**config.mk**
```make
export PLATFORM = sky130hd
export DESIGN_NAME = spi_slave_flat
export DESIGN_NICKNAME = d
export VERILOG_FILES = /design/src/rtl/spi_slave_if.sv /design/src/rtl/spi_slave.sv /design/src/flat_wrapper.sv
export SDC_FILE = /design/constraint.sdc
export NUM_CORES = 1
export LEC_CHECK = 0
export BUFFER_PORTS_ARGS = -buffer_cell sky130_fd_sc_hd__clkbuf_2
export CORE_ASPECT_RATIO = 0.5
export CORE_UTILIZATION = 35
export DETAILED_ROUTE_END_ITERATION = 6
export PLACE_DENSITY = 0.67
export SLEW_MARGIN = 20
export SYNTH_ARGS = -nofsm -noshare
export SYNTH_HDL_FRONTEND = slang
export SYNTH_SLANG_ARGS = --single-unit
```
**constraint.sdc**
```tcl
create_clock -name clock -period 2 [get_ports clock]
set_input_delay 0.1 -clock clock [delete_from_list [all_inputs] [get_ports clock]]
set_output_delay 0.1 -clock clock [all_outputs]
set_load 0.1 [all_outputs]
```
**src/rtl/spi_slave_if.sv**
```systemverilog
// Parallel and serial signal bundle for the SPI responder.
// The slave modport is the responder's view; the master modport is the
// view of whatever drives the serial pins and the transmit word.
interface spi_slave_if;
    logic [31:0] data_transmit;
    logic        mlb;
    logic [31:0] data_received;
    logic        done;
    logic        busy;
    logic        frame_error;
    logic        sclk;
    logic        ss;
    logic        din;
    logic        dout;
    logic        dout_en;

    modport slave (
        input  data_transmit, mlb, sclk, ss, din,
        output data_received, done, busy, frame_error, dout, dout_en
    );

    modport master (
        output data_transmit, mlb, sclk, ss, din,
        input  data_received, done, busy, frame_error, dout, dout_en
    );
endinterface

```
**src/rtl/spi_slave.sv**
```systemverilog
// SPI responder: oversamples sclk/ss/din on the system clock and shifts a
// 32-bit frame in and out (MSB- or LSB-first). Mode: sclk idles low, data
// sampled on sclk rise and changed on sclk fall, ss active-low, MISO idles 1.
module spi_slave #(
    parameter int FRAME_BITS  = 32,
    parameter int SYNC_STAGES = 2
) (
    input  logic        clock,
    input  logic        reset,
    spi_slave_if.slave  bus
);

    typedef enum logic [1:0] {
        WAIT_SS  = 2'd0,
        IDLE     = 2'd1,
        ACTIVE   = 2'd2,
        COMPLETE = 2'd3
    } state_t;

    localparam logic [5:0] FRAME_CNT  = 6'(FRAME_BITS);
    // The synchronizers reset to the "deselected" pattern, so the real pin
    // level is only visible once the chain and history flop have refilled.
    localparam logic [3:0] SETTLE_CNT = 4'(SYNC_STAGES + 1);

    // Synchronizer chains and edge-detect history
    logic [SYNC_STAGES-1:0] sclk_sync_q;
    logic [SYNC_STAGES-1:0] ss_sync_q;
    logic [SYNC_STAGES-1:0] din_sync_q;
    logic                   sclk_hist_q;
    logic                   ss_hist_q;

    logic sclk_s;
    logic ss_s;
    logic din_s;
    logic sclk_rise_s;
    logic sclk_fall_s;
    logic ss_rise_s;
    logic ss_fall_s;

    // Frame state
    state_t      state_q,  state_d;
    logic [31:0] rreg_q,   rreg_d;
    logic [31:0] treg_q,   treg_d;
    logic [5:0]  bitcnt_q, bitcnt_d;
    logic        order_q,  order_d;
    logic [3:0]  settle_q, settle_d;

    // Registered outputs
    logic [31:0] data_received_q, data_received_d;
    logic        done_q,          done_d;
    logic        busy_q,          busy_d;
    logic        frame_error_q,   frame_error_d;
    logic        dout_q,          dout_d;
    logic        dout_en_q,       dout_en_d;

    // Bring the asynchronous host pins into the clock domain
    always_ff @(posedge clock) begin
        if (reset) begin
            sclk_sync_q <= '0;
            ss_sync_q   <= '1;
            din_sync_q  <= '1;
            sclk_hist_q <= 1'b0;
            ss_hist_q   <= 1'b1;
        end else begin
            sclk_sync_q <= {sclk_sync_q[SYNC_STAGES-2:0], bus.sclk};
            ss_sync_q   <= {ss_sync_q[SYNC_STAGES-2:0],   bus.ss};
            din_sync_q  <= {din_sync_q[SYNC_STAGES-2:0],  bus.din};
            sclk_hist_q <= sclk_sync_q[SYNC_STAGES-1];
            ss_hist_q   <= ss_sync_q[SYNC_STAGES-1];
        end
    end

    assign sclk_s      = sclk_sync_q[SYNC_STAGES-1];
    assign ss_s        = ss_sync_q[SYNC_STAGES-1];
    assign din_s       = din_sync_q[SYNC_STAGES-1];
    assign sclk_rise_s =  sclk_s & ~sclk_hist_q;
    assign sclk_fall_s = ~sclk_s &  sclk_hist_q;
    assign ss_rise_s   =  ss_s   & ~ss_hist_q;
    assign ss_fall_s   = ~ss_s   &  ss_hist_q;

    // Frame state and output registers
    always_ff @(posedge clock) begin
        if (reset) begin
            state_q         <= WAIT_SS;
            rreg_q          <= 32'hFFFF_FFFF;
            treg_q          <= 32'hFFFF_FFFF;
            bitcnt_q        <= 6'd0;
            order_q         <= 1'b1;
            settle_q        <= 4'd0;
            data_received_q <= 32'h0000_0000;
            done_q          <= 1'b0;
            busy_q          <= 1'b0;
            frame_error_q   <= 1'b0;
            dout_q          <= 1'b1;
            dout_en_q       <= 1'b0;
        end else begin
            state_q         <= state_d;
            rreg_q          <= rreg_d;
            treg_q          <= treg_d;
            bitcnt_q        <= bitcnt_d;
            order_q         <= order_d;
            settle_q        <= settle_d;
            data_received_q <= data_received_d;
            done_q          <= done_d;
            busy_q          <= busy_d;
            frame_error_q   <= frame_error_d;
            dout_q          <= dout_d;
            dout_en_q       <= dout_en_d;
        end
    end

    // Next-state, shift-register and output decisions
    always_comb begin
        state_d         = state_q;
        rreg_d          = rreg_q;
        treg_d          = treg_q;
        bitcnt_d        = bitcnt_q;
        order_d         = order_q;
        settle_d        = settle_q;
        data_received_d = data_received_q;
        done_d          = 1'b0;
        frame_error_d   = 1'b0;
        dout_d          = dout_q;

        case (state_q)
            WAIT_SS: begin
                // Do not trust ss until the synchronizer holds real pin data,
                // so an ss held low through reset cannot start a frame.
                dout_d = 1'b1;
                if (settle_q != SETTLE_CNT) begin
                    settle_d = settle_q + 4'd1;
                end else begin
                    if (ss_s) begin
                        state_d = IDLE;
                    end else begin
                        state_d = WAIT_SS;
                    end
                end
            end

            IDLE: begin
                if (ss_fall_s) begin
                    treg_d   = bus.data_transmit;
                    order_d  = bus.mlb;
                    bitcnt_d = 6'd0;
                    dout_d   = bus.mlb ? bus.data_transmit[31] : bus.data_transmit[0];
                    state_d  = ACTIVE;
                end else begin
                    dout_d   = 1'b1;
                end
            end

            ACTIVE: begin
                // ss rise outranks any sclk edge seen in the same cycle
                if (ss_rise_s && (bitcnt_q != FRAME_CNT)) begin
                    if (bitcnt_q != 6'd0) begin
                        frame_error_d = 1'b1;
                    end else begin
                        frame_error_d = 1'b0;
                    end
                    dout_d  = 1'b1;
                    state_d = IDLE;
                end else if (bitcnt_q == FRAME_CNT) begin
                    data_received_d = rreg_q;
                    done_d          = 1'b1;
                    dout_d          = 1'b1;
                    state_d         = COMPLETE;
                end else if (sclk_rise_s) begin
                    if (order_q) begin
                        rreg_d = {rreg_q[30:0], din_s};
                    end else begin
                        rreg_d = {din_s, rreg_q[31:1]};
                    end
                    bitcnt_d = bitcnt_q + 6'd1;
                end else if (sclk_fall_s) begin
                    // bitcnt is below FRAME_CNT here; the full case left above
                    if (order_q) begin
                        treg_d = {treg_q[30:0], 1'b1};
                        dout_d = treg_q[30];
                    end else begin
                        treg_d = {1'b1, treg_q[31:1]};
                        dout_d = treg_q[1];
                    end
                end else begin
                    state_d = ACTIVE;
                end
            end

            COMPLETE: begin
                // Surplus sclk edges are ignored until the host deselects
                dout_d = 1'b1;
                if (ss_rise_s) begin
                    state_d = IDLE;
                end else begin
                    state_d = COMPLETE;
                end
            end

            default: begin
                dout_d  = 1'b1;
                state_d = WAIT_SS;
            end
        endcase

        busy_d    = (state_d == ACTIVE);
        dout_en_d = (state_d == ACTIVE) || (state_d == COMPLETE);
    end

    assign bus.data_received = data_received_q;
    assign bus.done          = done_q;
    assign bus.busy          = busy_q;
    assign bus.frame_error   = frame_error_q;
    assign bus.dout          = dout_q;
    assign bus.dout_en       = dout_en_q;

endmodule

```
**src/flat_wrapper.sv**
```systemverilog
// flat-port wrapper written by rule: the top's interface ports become plain ports
module spi_slave_flat 
#(
    parameter int FRAME_BITS  = 32,
    parameter int SYNC_STAGES = 2
)
  (clock, reset, bus_data_transmit, bus_mlb, bus_sclk, bus_ss, bus_din, bus_data_received, bus_done, bus_busy, bus_frame_error, bus_dout, bus_dout_en);
  spi_slave_if bus_i ();
  input  logic clock;
  input  logic reset;
  input wire logic [$bits(bus_i.data_transmit)-1:0] bus_data_transmit;
  input wire logic [$bits(bus_i.mlb)-1:0] bus_mlb;
  input wire logic [$bits(bus_i.sclk)-1:0] bus_sclk;
  input wire logic [$bits(bus_i.ss)-1:0] bus_ss;
  input wire logic [$bits(bus_i.din)-1:0] bus_din;
  output wire logic [$bits(bus_i.data_received)-1:0] bus_data_received;
  output wire logic [$bits(bus_i.done)-1:0] bus_done;
  output wire logic [$bits(bus_i.busy)-1:0] bus_busy;
  output wire logic [$bits(bus_i.frame_error)-1:0] bus_frame_error;
  output wire logic [$bits(bus_i.dout)-1:0] bus_dout;
  output wire logic [$bits(bus_i.dout_en)-1:0] bus_dout_en;
  assign bus_i.data_transmit = bus_data_transmit;
  assign bus_i.mlb = bus_mlb;
  assign bus_i.sclk = bus_sclk;
  assign bus_i.ss = bus_ss;
  assign bus_i.din = bus_din;
  assign bus_data_received = bus_i.data_received;
  assign bus_done = bus_i.done;
  assign bus_busy = bus_i.busy;
  assign bus_frame_error = bus_i.frame_error;
  assign bus_dout = bus_i.dout;
  assign bus_dout_en = bus_i.dout_en;
  spi_slave #(.FRAME_BITS(FRAME_BITS), .SYNC_STAGES(SYNC_STAGES)) u_core (.clock(clock), .reset(reset), .bus(bus_i));
endmodule
```
Yosys cells after proc, flatten, opt, wreduce, memory -nomap -nowiden --
Cells that the tools add are included.
Cells by class: multiplexer cells 32, reductions and logical operators 15, bitwise logic cells 11, equality and inequality tests 16, $add $sub $neg 2
Operators with widths (number):
- 32-bit two-way mux | 7
- 32-bit case mux with 2 select lines | 1
- 6-bit two-way mux | 4
- 2-bit two-way mux | 7
- 6-bit case mux with 2 select lines | 1
- 1-bit two-way mux | 10
- 2-bit == test (second input constant) | 4
- 2-bit case mux with 4 select lines | 1
- 1-bit NOT | 7
- 6-bit by 1-bit adder with 6-bit output (second input constant) | 1
- 6-bit == test (second input constant) | 1
- 2-bit by 1-bit != test with 1-bit output (second input constant) | 3
- 2-bit != test (second input constant) | 3
- 6-bit != test (second input constant) | 1
- 2-bit AND reduction | 3
- 6-bit AND reduction | 1
- 6-bit nonzero test | 1
- 3-bit OR reduction | 2
- 5-bit AND reduction | 1
- 4-bit by 1-bit adder with 4-bit output (second input constant) | 1
- 1-bit AND | 4
- 4-bit by 1-bit != test with 1-bit output (second input constant) | 1
- 4-bit by 2-bit != test with 1-bit output (second input constant) | 1
- 4-bit != test (second input constant) | 1
- other kinds (9) | 9
Word-level totals: word-level logic and storage cells 93, bits of input ports 38, bits in registers 122, output and inout port bits 37

Logic depth before layout (Yosys ltp) --
Gate-level depths: netlist of the first run.
word-level depth 9, depth in mapped cells 9

Least setup slack after synthesis of the first run --
OpenSTA, ideal clock, no wires.
kind register -> register, start register u_core.state_q[1], end register u_core.treg_q[15], cell stages (with the launch flop) 8, slack -0.763 ns, required time 1.880 ns, data arrival time 2.643 ns, cells stage by stage dfxtp_1 > inv_1 > ha_1 > inv_1 > a21oi_1 > o211ai_4 > buf_2 > a211o_1
Between the ends: cells in the longest elaborated chain, start to end 3
RTL lines:
- start: declaration | line spi_slave.sv:41 | state_t state_q, state_d;
- start signal: assignment | line spi_slave.sv:97 | state_q <= state_d;
- 2-bit == test / 2-bit by 1-bit == test with 1-bit output (equally long branches) | line spi_slave.sv:125 | case (state_q)
- 2-bit != test (no line) (tied with other cells)
- 6-bit AND reduction (no line)
- end signal: assignment | line spi_slave.sv:99 | treg_q <= treg_d;
- end: declaration | line spi_slave.sv:43 | logic [31:0] treg_q, treg_d;
Several ways; a longest one is shown, not always the timed one. A chain may end at the register's enable or synchronous reset.

Worst setup path in the final report of the first run --
start register u_core.bitcnt_q[0], end register u_core.treg_q[21]
Between the ends: cells in the longest elaborated chain, start to end 4
RTL lines:
- start: declaration | line spi_slave.sv:44 | logic [5:0] bitcnt_q, bitcnt_d;
- start signal: assignment | line spi_slave.sv:100 | bitcnt_q <= bitcnt_d;
- 6-bit != test | line spi_slave.sv:155 | if (ss_rise_s && (bitcnt_q != FRAME_CNT)) begin
- 1-bit logical AND | line spi_slave.sv:155
- 2-bit != test (no line)
- 6-bit AND reduction (no line) (*)
Every way passes the cells marked *; elsewhere a longest branch is shown, timed or not.

==> metrics.md, run 1 <==
| Metric | Value |
|---|---|
| ANT cells | 0 |
| Max-cap viol count | 0 |
| Post-DP Area | slightly above 6000 µm² |
| Setup TNS | 0 ns |
| Hold Path Origin | bus_mlb |
| Clk slew on worst S/H paths | roughly 0.06 ns |
| Final setup margin | between 0.04 and 0.05 ns |
| DIE AREA | 16000 µm² |
| Most common cell in the netlist | dfxtp_1 |
| Yosys warns | 0 |
| Area contributors post-synth | dfxtp_1 (45%), mux2i_1 (12%), a211o_1 (10%), nor2_1 (5.5%), nand2_1 (5.1%) |
| WHS Path Cells | 3 |
| Root buffer cell | clkbuf_16 |
| H-tree depth | 4 |
| Post-route ant nets | 0 |
| TritonCTS clock tree | yes |
| Normalized max-slew margin | 59.4% |
| Final wirelength | roughly 13000 µm |
| Die X | 178 µm |
| TritonCTS Buffers | 17 |
| Layout cells sized above 1 | between 20% and 30% |
| Area delta synth->final | 29.0% |
| CP Cell Sequence | inv_2 -> ha_4 -> nor4b_4 -> a21oi_2 -> o211ai_4 -> buf_12 -> clkbuf_16 -> a211oi_2 -> a211o_1 |
| Actual slew at the worst max-slew pin | around 0.61 ns |
| Synthesis-stage register bit count | 121 |
| Post-route cell area | between 6000 and 7000 µm² |
| Max VDD drop | about 0.00064 V |
| Max Fclk | just over 0.5 GHz |
| Cell count of the worst reg-to-reg path | 9 |
| Post-synth EDFFs | 0 |
| Setup crit start kind | flop |
| Area of the multi-input gates | roughly 2800 µm² |
| Crit path buf inv count | 3 |
| Via count | between 4000 and 5000 |
| Skew-Pair Late Insertion Delay | just over 0.4 ns |
| Slew Limit Fails | 0 |
| Register area share after synthesis | approximately 45% |
| Routability cong. | around 0.8 |
| RSZ-0062 raised after global routing | yes |
| Kind of critical path | flop to flop |
| Synthesized instance count | about 590 |
| First-pass detailed-route iteration total | 4 |
| First-pass GRT wire length | ~20000 µm |
| Hold Crit Endpoint | u_core.order_q |
| Wl on met1 | between 6000 and 7000 µm |
| Crit path max fanout | 8 |
| Synth cell types | between 40 and 50 |
| Effective utilization at floorplan | between 30% and 40% |
| Max clock buf depth | 2 |
| Uppermost layer routed | met4 |
| Chip height | ~90 µm |
| Syn Nets | around 640 |
| Netlist Area Pre-Place | roughly 5400 µm² |
| DRC Markers | 0 |
| All-Layer GR Usage | roughly 16% |
| # fillers | around 1400 |
| Setup Skew | 0.00784 ns |
| Clock Sinks | roughly 120 |
| R2R Path End | u_core.treg_q[21] |
| CP Capture Type | flop |
| Hold_ws | 0.0668 ns |
| Total grt overflow | 0 |
| Number of buffers added on ports | 74 |
| Status | completed |
| Initial antenna violation count | 0 |
| I/O pin count | 75 |
| Post-synth top cells | dfxtp_1 (121), nor2_1 (79), nand2_1 (73) |
| Syn Area/Cell | 9.16 µm² |
| Reg2reg setup slack | between 0.04 and 0.05 ns |
| FF+latch area | around 2400 µm² |
| Vias per cell | slightly above 5 |
| Vias in the first global route | 4106 |
| Largest net degree at the start of global routing | between 60 and 70 |
| Critical Path RT | around 2.3 ns |
| Mean routed wirelength per cell | 14.5 µm |
| Row count | 31 |
| Top Family by Delay on Critical Path | compound AO/OA/AOI/OAI gates |
| FFs w/ async S/R, synth | 0% |
| Final Power | just under 10 mW |
| Max stage delay on crit path | between 0.3 and 0.4 ns |
| Worst slack at placement | -0.00832 ns |
| CORE AREA | about 15000 µm² |
| Final-report hold violation count | 0 |
| CP max stage cell | dfxtp_2 |
| Hold crit path type | input pin to flop |
| Top_reg_cell synth | dfxtp_1 |
| PwrDens | 1400 nW/µm² |
| Final period util | a little over nine tenths |
| Share of the synthesized area in the top cell type | between 40% and 50% |
| DP HPWL | roughly 7500 µm |
| Critical Path AT | 2.25 ns |
| Initial drt markers | between 200 and 250 |
| Launching point of the worst reg2reg path | u_core.bitcnt_q[0] |
| Layout Nets | 719 |
| Routed met2 length | about 5800 µm |
| Leak pwr | 3.21 nW |
| Final setup fails | 0 |
| Top cell type by total area after synthesis | dfxtp_1 |
| Met3 WL | about 470 µm |
| Period minus WS final | 1.95 ns |
-- registers in the layout, indices dropped and copies added (netlist names) --
| name | cells |
|---|---|
| u_core.bus.data_received | 32 |
| u_core.rreg_q | 32 |
| u_core.treg_q | 32 |
| u_core.bitcnt_q | 6 |
| u_core.settle_q | 4 |
| u_core.din_sync_q | 2 |
| u_core.sclk_sync_q | 2 |
| u_core.ss_sync_q | 2 |
| u_core.state_q | 2 |
| u_core.bus.busy | 1 |
| u_core.bus.done | 1 |
| u_core.bus.dout | 1 |
| u_core.bus.frame_error | 1 |
| u_core.order_q | 1 |
| u_core.sclk_hist_q | 1 |
| u_core.ss_hist_q | 1 |
-- per-layer routing --
| layer | vias up | GRT usage (%) |
|---|---|---|
| met1 | 2139 | 20.4 |
| met4 | 0 | 5.34 |
| li1 | 2291 | - |
| met2 | 77 | 24.5 |
| met3 | 13 | 4.10 |
| met5 | - | 0 |
-- stage by stage --
step,cells,util [%]
6_report,883,47.3
5_1_grt,883,47.3
4_1_cts,872,45.6
3_5_place_dp,836,41.2
3_3_place_gp,836,41.2
2_1_floorplan,592,-
-- cell type report --
class                      instances  share of cell area (%)
clock buffer                      20                    6.24
clock inverter                    11                    2.11
inverter                           8                   0.429
multi-input combinational        414                    40.2
sequential                       121                    34.8
tap                              198                    3.54
timing repair buffer             111                    12.7
-- worst max path at each step --
stage	from	end	depth (start not counted)
after floorplan	u_core.state_q[1]	u_core.treg_q[15]	7
after global placement	u_core.bitcnt_q[0]	u_core.rreg_q[7]	8
after detailed placement	u_core.bitcnt_q[0]	u_core.treg_q[5]	8
after CTS	u_core.bitcnt_q[0]	u_core.treg_q[5]	8
after global routing	u_core.bitcnt_q[0]	u_core.treg_q[20]	9
final	u_core.bitcnt_q[0]	u_core.treg_q[21]	9
-- worst min-delay path: stages --
cell and delay (ns):
clkbuf_2 0.11, and3_1 0.14, a211o_1 0.09
-- cell usage in the layout (no fill, tap or decap), drive strengths merged, types with 2 or more instances in the layout --
cell type / instances
a211o: 65
a211oi: 36
a21oi: 37
and3: 2
buf: 29
bufinv: 3
clkbuf: 99
clkinv: 4
clkinvlp: 2
dfxtp: 121
dlygate4sd3: 3
ha: 8
inv: 10
mux2i: 63
nand2: 73
nand2b: 2
nand3: 5
nor2: 79
nor2b: 4
nor3: 2
nor4b: 2
o211ai: 2
o21ai: 5
o21ba: 2
or2: 5
xor2: 5
-- logic make-up (layout without fill, tap and decap cells) --
logic type      count (synthesis)  count (layout)  share of synthesized area [%]
flops                         121             121                           44.7
mux                            64              64                           11.8
buf+inv                        57             150                           4.66
xor+xnor                        6               6                          0.969
compound gates                156             156                           22.0
fa+ha+maj                       8               8                           1.85
simple gates                  180             180                           14.1
-- timing repair --
action | in CTS | in global routing
endpoints found under the setup margin | 32 | 67
cloned | 1 | 6
buffers inserted | 1 | 5
endpoints found under the hold margin | 3 | 0
resized for setup | 2 | 15
hold buffers | 3 | 0
pin swaps | 3 | 41
-- where the power goes --
group          switching, mW  internal, mW  total [mW]
clock network           1.11          1.95        3.06
logic                   1.78          1.73        3.51
registers              0.367          2.85        3.22
Note: power is estimated with default switching activity, not from simulation.
==> inputs of run 2 (changes only) <==
- ABC_AREA: default -> 1
==> run 2 against run 1 <==
First-iteration DRC count decreased by 3.3%. Highest routed layer unchanged. Power decreased by 15%. Maximum frequency increased by 6.1%. Critical path depth decreased by 1. Core utilization decreased by 3.7 points. Die area increased by 2.3%. Combinational power decreased by 29%. Non-clock buffer count decreased by 20. Cell count increased by 16%.
==> metrics.md, run 2 <==
| Metric | Value |
|---|---|
| H-tree depth | 4 (unchanged) |
| Row count | 32 (+3.2%) |
| Setup Skew | 0.00915 ns (+0.00132 ns) |
| Initial drt markers | 234 (-3.3%) |
| Routability cong. | 0.823 (+3.3%) |
| Area contributors post-synth | dfxtp_1 (44%), o211ai_1 (9.7%), nand2_1 (8.8%), inv_1 (5.9%), a21oi_1 (5.9%) |
| Max Fclk | 0.543 GHz (+6.1%) |
| Via count | 5039 (+11%) |
| Setup TNS | 0 ns (unchanged) |
| Initial antenna violation count | 0 (unchanged) |
| Post-route ant nets | 0 (unchanged) |
| First-pass detailed-route iteration total | 4 (unchanged) |
| Layout Nets | 853 (+19%) |
| Clk slew on worst S/H paths | 0.06 ns (about the same) |
| DIE AREA | 16400 µm² (+2.3%) |
| DP HPWL | 8100 µm (+8.0%) |
| Netlist Area Pre-Place | 5550 µm² (+2.3%) |
| Total grt overflow | 0 (unchanged) |
| # fillers | 1605 (+15%) |
| Synthesis-stage register bit count | 121 (unchanged) |
| Normalized max-slew margin | 62.3% (+2.9 points) |
| Syn Nets | 795 (+25%) |
| Most frequent cells in the layout | nand2_1 (130), dfxtp_1 (119), inv_1 (87), clkbuf_2 (74), o211ai_1 (72) |
| Area delta synth->final | 21.6% |
| Vias per cell | 4.92 (-3.9%) |
| Max-cap viol count | 0 (unchanged) |
| Top cell type by total area after synthesis | dfxtp_1 |
| Root buffer cell | clkbuf_16 |
| Period minus WS final | 1.84 ns (-0.113 ns) |
| Post-synth top cells | nand2_1 (130), dfxtp_1 (121), inv_1 (87) |
| Worst slack at placement | 0.0913 ns (+0.0996 ns) |
| Effective utilization at floorplan | 35.9% (-0.80 points) |
| Final non-filler cell total | 1024 (+16%) |
| TritonCTS clock tree | yes |
| Vias in the first global route | 4705 (+15%) |
| Util after Layout | 43.7% (-3.7 points) |
| Final setup fails | 0 (unchanged) |
| Final period util | 92.0% (-5.6 points) |
| DRC Markers | 0 (unchanged) |
| First-pass GRT wire length | 22000 µm (+9.7%) |
| Hold crit path type | input pin to flop |
| Register area share after synthesis | 43.7% (-1.0 points) |
| TritonCTS Buffers | 17 (unchanged) |
| Final setup margin | 0.159 ns (+0.113 ns) |
| Max VDD drop | 0.000538 V (-16%) |
| PwrDens | 1230 nW/µm² (-12%) |
| Share of the synthesized area in the top cell type | 43.7% (-1.0 points) |
| FFs w/ async S/R, synth | 0% (unchanged) |
| Layout cells sized above 1 | 17.1% (-7.3 points) |
| Most common cell after layout, fill and taps aside | nand2_1 |
| Crit path max fanout | 20 (+12) |
| Skew-Pair Late Insertion Delay | 0.42 ns (about the same) |
| Most common cell in the netlist | nand2_1 |
| Setup crit start kind | flop |
| Max clock buf depth | 2 (unchanged) |
| CP Capture Type | flop |
| Die X | 180 µm (+1.1%) |
| I/O pin count | 75 (unchanged) |
| ANT cells | 0 (unchanged) |
| Number of buffers added on ports | 74 (unchanged) |
| Post-CTS Setup Inserts | 0 (-1) |
| Final wirelength | 12900 µm (+0.81%) |
| Post-route cell area | 6750 µm² (-3.5%) |
| All-Layer GR Usage | 16.3% (+0.80 points) |
| FF+latch area | 2430 µm² (-0.10%) |
| Yosys warns | 0 (unchanged) |
| Status | completed |
| Largest net degree at the start of global routing | 65 (-3.0%) |
| Post-DP Area | 6080 µm² (-0.18%) |
| Chip height | 91.0 µm (+1.1%) |
| Actual slew at the worst max-slew pin | 0.568 ns (-0.0407 ns) |
| Top_reg_cell synth | dfxtp_1 |
| Clock Sinks | 121 (unchanged) |
| Final-report hold violation count | 0 (unchanged) |
| Synth cell types | 28 (-40%) |
| Leak pwr | 3.26 nW (+1.6%) |
| Synthesized instance count | 749 (+27%) |
| Dpl cells | 986 (+18%) |
| Area of the multi-input gates | 2540 µm² (-9.7%) |
| Critical Path RT | 2.35 ns (+0.05 ns) |
| Critical Path AT | 2.19 ns (-0.06 ns) |
| Slew Limit Fails | 0 (unchanged) |
| Mean routed wirelength per cell | 12.6 µm (-13%) |
| Post-synth EDFFs | 0 (unchanged) |
| Kind of critical path | flop to flop |
| CORE AREA | 15500 µm² (+4.6%) |
| Syn Area/Cell | 7.41 µm² (-19%) |
-- run 2: cell count changes after synthesis, moves of 29 or more --
cell,before,now
a211o_1,65,0
a211oi_1,36,0
a21oi_1,36,65
inv_1,8,87
mux2i_1,63,0
nand2_1,73,130
nand3_1,5,41
o211ai_1,1,72
o21ai_0,4,64
-- run 2: area by class of cell --
cell class,instances,share of cell area [%]
well taps,204,3.78
repair buffers,91,8.81
inverters,93,5.21
clock buffers,18,6.36
flip-flops and latches,121,36.0
multi-input cells,483,37.6
clock inverters,14,2.19
-- run 2: worst max-delay path, cell delays in order, from the launching register on --
cell	delay, ns
dfxtp_1	0.40
inv_1	0.13
ha_1	0.32
a21boi_2	0.21
nand2_2	0.14
nor2_4	0.19
buf_6	0.20
o21ai_0	0.10
nand3_1	0.09
-- run 2: what timing repair did --
action,CTS,global route
setup endpoints to repair,0,60
hold buffers,5,0
endpoints found under the hold margin,5,0
resized for setup,0,5
-- run 2: path summary, 6_finish.rpt --
| path | slack, ns | cells past startpoint | start | end |
|---|---|---|---|---|
| setup / recovery | 0.16 | 8 | u_core.state_q[0] | u_core.treg_q[16] |
| hold / removal | 0.02 | 4 | bus_data_transmit[24] | u_core.treg_q[24] |
| setup reg to reg | 0.16 | 8 | u_core.state_q[0] | u_core.treg_q[16] |
| hold reg to reg | 0.40 | 2 | u_core.sclk_sync_q[0] | u_core.sclk_sync_q[1] |
-- run 2: cells by family after synthesis --
| kind of cell | after synthesis | share of synthesized area, % |
|---|---|---|
| AOI/OAI and AO/OA | 220 | 23.3 |
| xor gates and xnor gates | 1 | 0.158 |
| adders and majority gates | 8 | 1.80 |
| buffers and inverters | 145 | 10.8 |
| DFF | 121 | 43.7 |
| and+or+nand+nor | 254 | 20.3 |
-- run 2: report_power, final --
| group | switching (mW) | total, mW | leakage, nW | internal (mW) |
|---|---|---|---|---|
| clock network | 1.17 | 3.01 | 0.281 | 1.84 |
| logic | 1.67 | 2.50 | 2.00 | 0.831 |
| registers | 0.158 | 2.82 | 0.985 | 2.66 |
| total | 3.00 | 8.33 | 3.26 | 5.33 |
-- run 2: metrics by stage --
step	total power [mW]	hold slack, ns
after floorplan	4.89	0.204
after global placement	5.25	0.289
after detailed placement	5.31	0.291
after CTS	8.35	0.00678
after global routing	8.88	0.0240
final	8.33	0.0195
-- run 2: metal layers --
layer	global-route usage (%)	vias to the layer above	part of all wire, %
met1	21.4	2310	50
met4	5.91	0	1.5
met5	0	-	0
met2	25.6	103	44
met3	4.65	20	4.4
li1	-	2606	-
==> inputs of run 3 (changes only) <==
- CORE_UTILIZATION: 35 -> 45
- PLACE_DENSITY: 0.67 -> 0.79
- SLEW_MARGIN: 20 -> 40
==> run 3 against run 2 <==
Count of clock-buffer cells in the layout stayed put. Core utilization is 13 points higher. Via count is 0.44% lower. Final area is 0.82% lower. Worst setup slack worse by 0.037 ns. Critical path depth stayed put. Cell count is 4.0% lower. First-iteration DRC count is 30% higher. Combinational power hardly changed. Clock skew is 0.0021 ns higher. Global-route usage is 3.3 points higher. Clock power hardly changed. Largest power group unchanged.
==> metrics.md, run 3 (same netlist as run 2, synthesis figures left out) <==
| Metric | Value |
|---|---|
| Mean routed wirelength per cell | 12.3 µm (-2.1%) |
| Worst slack at placement | 0.0472 ns (-0.0441 ns) |
| RSZ-0062 raised after global routing | no |
| CP Capture Type | flop |
| Actual slew at the worst max-slew pin | 0.570 ns (+0.00149 ns) |
| Most frequent cells in the layout | nand2_1 (130), dfxtp_1 (119), inv_1 (87), clkbuf_2 (74), o211ai_1 (72) |
| Kind of critical path | flop to flop |
| Clock Sinks | 121 (unchanged) |
| Largest net degree at the start of global routing | 65 (unchanged) |
| ANT cells | 0 (unchanged) |
| Root buffer cell | clkbuf_16 |
| Final period util | 93.9% (+1.8 points) |
| Max stage delay on crit path | 0.40 ns (about the same) |
| Crit path buf inv count | 2 (unchanged) |
| Final setup margin | 0.123 ns (-0.0368 ns) |
| Row count | 28 (-13%) |
| DRC Markers | 0 (unchanged) |
| First-pass detailed-route iteration total | 5 (+1) |
| Setup crit start kind | flop |
| CORE AREA | 11900 µm² (-23%) |
| Max clock buf depth | 2 (unchanged) |
| Critical Path RT | 2.35 ns (about the same) |
| Post-route ant nets | 0 (unchanged) |
| DIE AREA | 12800 µm² (-22%) |
| Setup TNS | 0 ns (unchanged) |
| H-tree depth | 4 (unchanged) |
| Skew-Pair Late Insertion Delay | 0.41 ns (about the same) |
| Vias in the first global route | 4324 (-8.1%) |
| PwrDens | 1250 nW/µm² (+0.92%) |
| Hold crit path type | input pin to flop |
| Final wirelength | 12100 µm (-6.0%) |
| All-Layer GR Usage | 19.6% (+3.3 points) |
| Final-report hold violation count | 0 (unchanged) |
| Util after Layout | 56.2% (+13 points) |
| Final setup fails | 0 (unchanged) |
| Clk slew on worst S/H paths | 0.06 ns (about the same) |
| Chip height | 80.5 µm (-12%) |
| TritonCTS Buffers | 17 (unchanged) |
| Top Family by Delay on Critical Path | simple AND/OR/NAND/NOR gates |
| Max VDD drop | 0.000598 V (+11%) |
| Via count | 5017 (-0.44%) |
| Area delta synth->final | 20.6% |
| Most common cell after layout, fill and taps aside | nand2_1 |
| CP Cell Sequence | inv_1 -> ha_1 -> a21boi_2 -> nand2_2 -> nor2_4 -> buf_4 -> o21ai_0 -> nand3_1 |
| Setup Skew | 0.0113 ns (+0.00213 ns) |
| CP max stage cell | dfxtp_1 |
| Normalized max-slew margin | 62.2% (-0.099 points) |
| Layout Nets | 851 (-0.23%) |
| Routability cong. | 0.836 (+1.6%) |
| Vias per cell | 5.10 (+3.7%) |
| Total grt overflow | 0 (unchanged) |
| Status | completed |
| Max-cap viol count | 0 (unchanged) |
| Leak pwr | 3.27 nW (+0.12%) |
| I/O pin count | 75 (unchanged) |
| Initial drt markers | 305 (+30%) |
| DP HPWL | 7800 µm (-3.7%) |
| Number of buffers added on ports | 74 (unchanged) |
| Max Fclk | 0.533 GHz (-2.0%) |
| Final Power | 8.34 mW (about the same) |
| Period minus WS final | 1.88 ns (+0.0368 ns) |
| Critical Path AT | 2.22 ns (+0.03 ns) |
| Die X | 159 µm (-12%) |
| First-pass GRT wire length | 20300 µm (-7.7%) |
| Effective utilization at floorplan | 46.6% (+11 points) |
| TritonCTS clock tree | yes |
| Layout cells sized above 1 | 17.2% (+0.16 points) |
| Crit path max fanout | 14 (-30%) |
| Initial antenna violation count | 0 (unchanged) |
| Slew Limit Fails | 0 (unchanged) |
==> run 3: area by class of cell <==
class / instances / area [µm²]
clock buffer: 18 / 439
clock inverter: 14 / 149
fill: 1113 / 5220
inverter: 93 / 352
multi-input combinational: 483 / 2540
sequential: 121 / 2430
tap: 165 / 206
timing repair buffer: 89 / 572
==> run 3: worst paths after layout <==
| check | startpoint | endpoint | slack [ns] | depth (start not counted) |
|---|---|---|---|---|
| worst max-delay path | u_core.state_q[0] | u_core.treg_q[15] | 0.12 | 8 |
| worst max register to register | u_core.state_q[0] | u_core.treg_q[15] | 0.12 | 8 |
| worst min register to register | u_core.sclk_sync_q[0] | u_core.sclk_sync_q[1] | 0.40 | 2 |
| worst min-delay path | bus_data_transmit[21] | u_core.treg_q[21] | 0.02 | 4 |
==> run 3: per-layer routing <==
metal | routed length, µm | up-vias | GRT usage (%) | part of all wire, %
met5 | 0 | - | 0 | 0
met4 | 87 | 0 | 8.46 | 0.72
met2 | 5580 | 93 | 31.7 | 46
met3 | 553 | 11 | 4.34 | 4.6
li1 | - | 2611 | - | -
met1 | 5880 | 2302 | 25.5 | 49
==> run 3: where the power goes <==
group / switching [mW] / internal [mW]
Sequential: 0.163 / 2.66
Clock: 1.14 / 1.87
Combinational: 1.67 / 0.831
==> run 3: timing repair <==
item	CTS	global route
endpoints found under the hold margin	4	0
hold buffers	4	0
setup buffers	0	0
setup endpoints to repair	0	60
resized for setup	0	6
==> run 3: through the flow <==
stage / instances / hold slack (ns) / cell area, µm²
floorplan: 749 / 0.204 / 5550
global placement: 947 / 0.289 / 6040
detailed placement: 947 / 0.291 / 6040
CTS: 983 / 0.00969 / 6670
global route: 983 / 0.0282 / 6690
finish: 983 / 0.0197 / 6690
==> run 3: worst min-delay path, stage by stage <==
cell,delay (ns)
clkbuf_2,0.08
nor2_1,0.03
nand3b_1,0.13
nand3_1,0.06
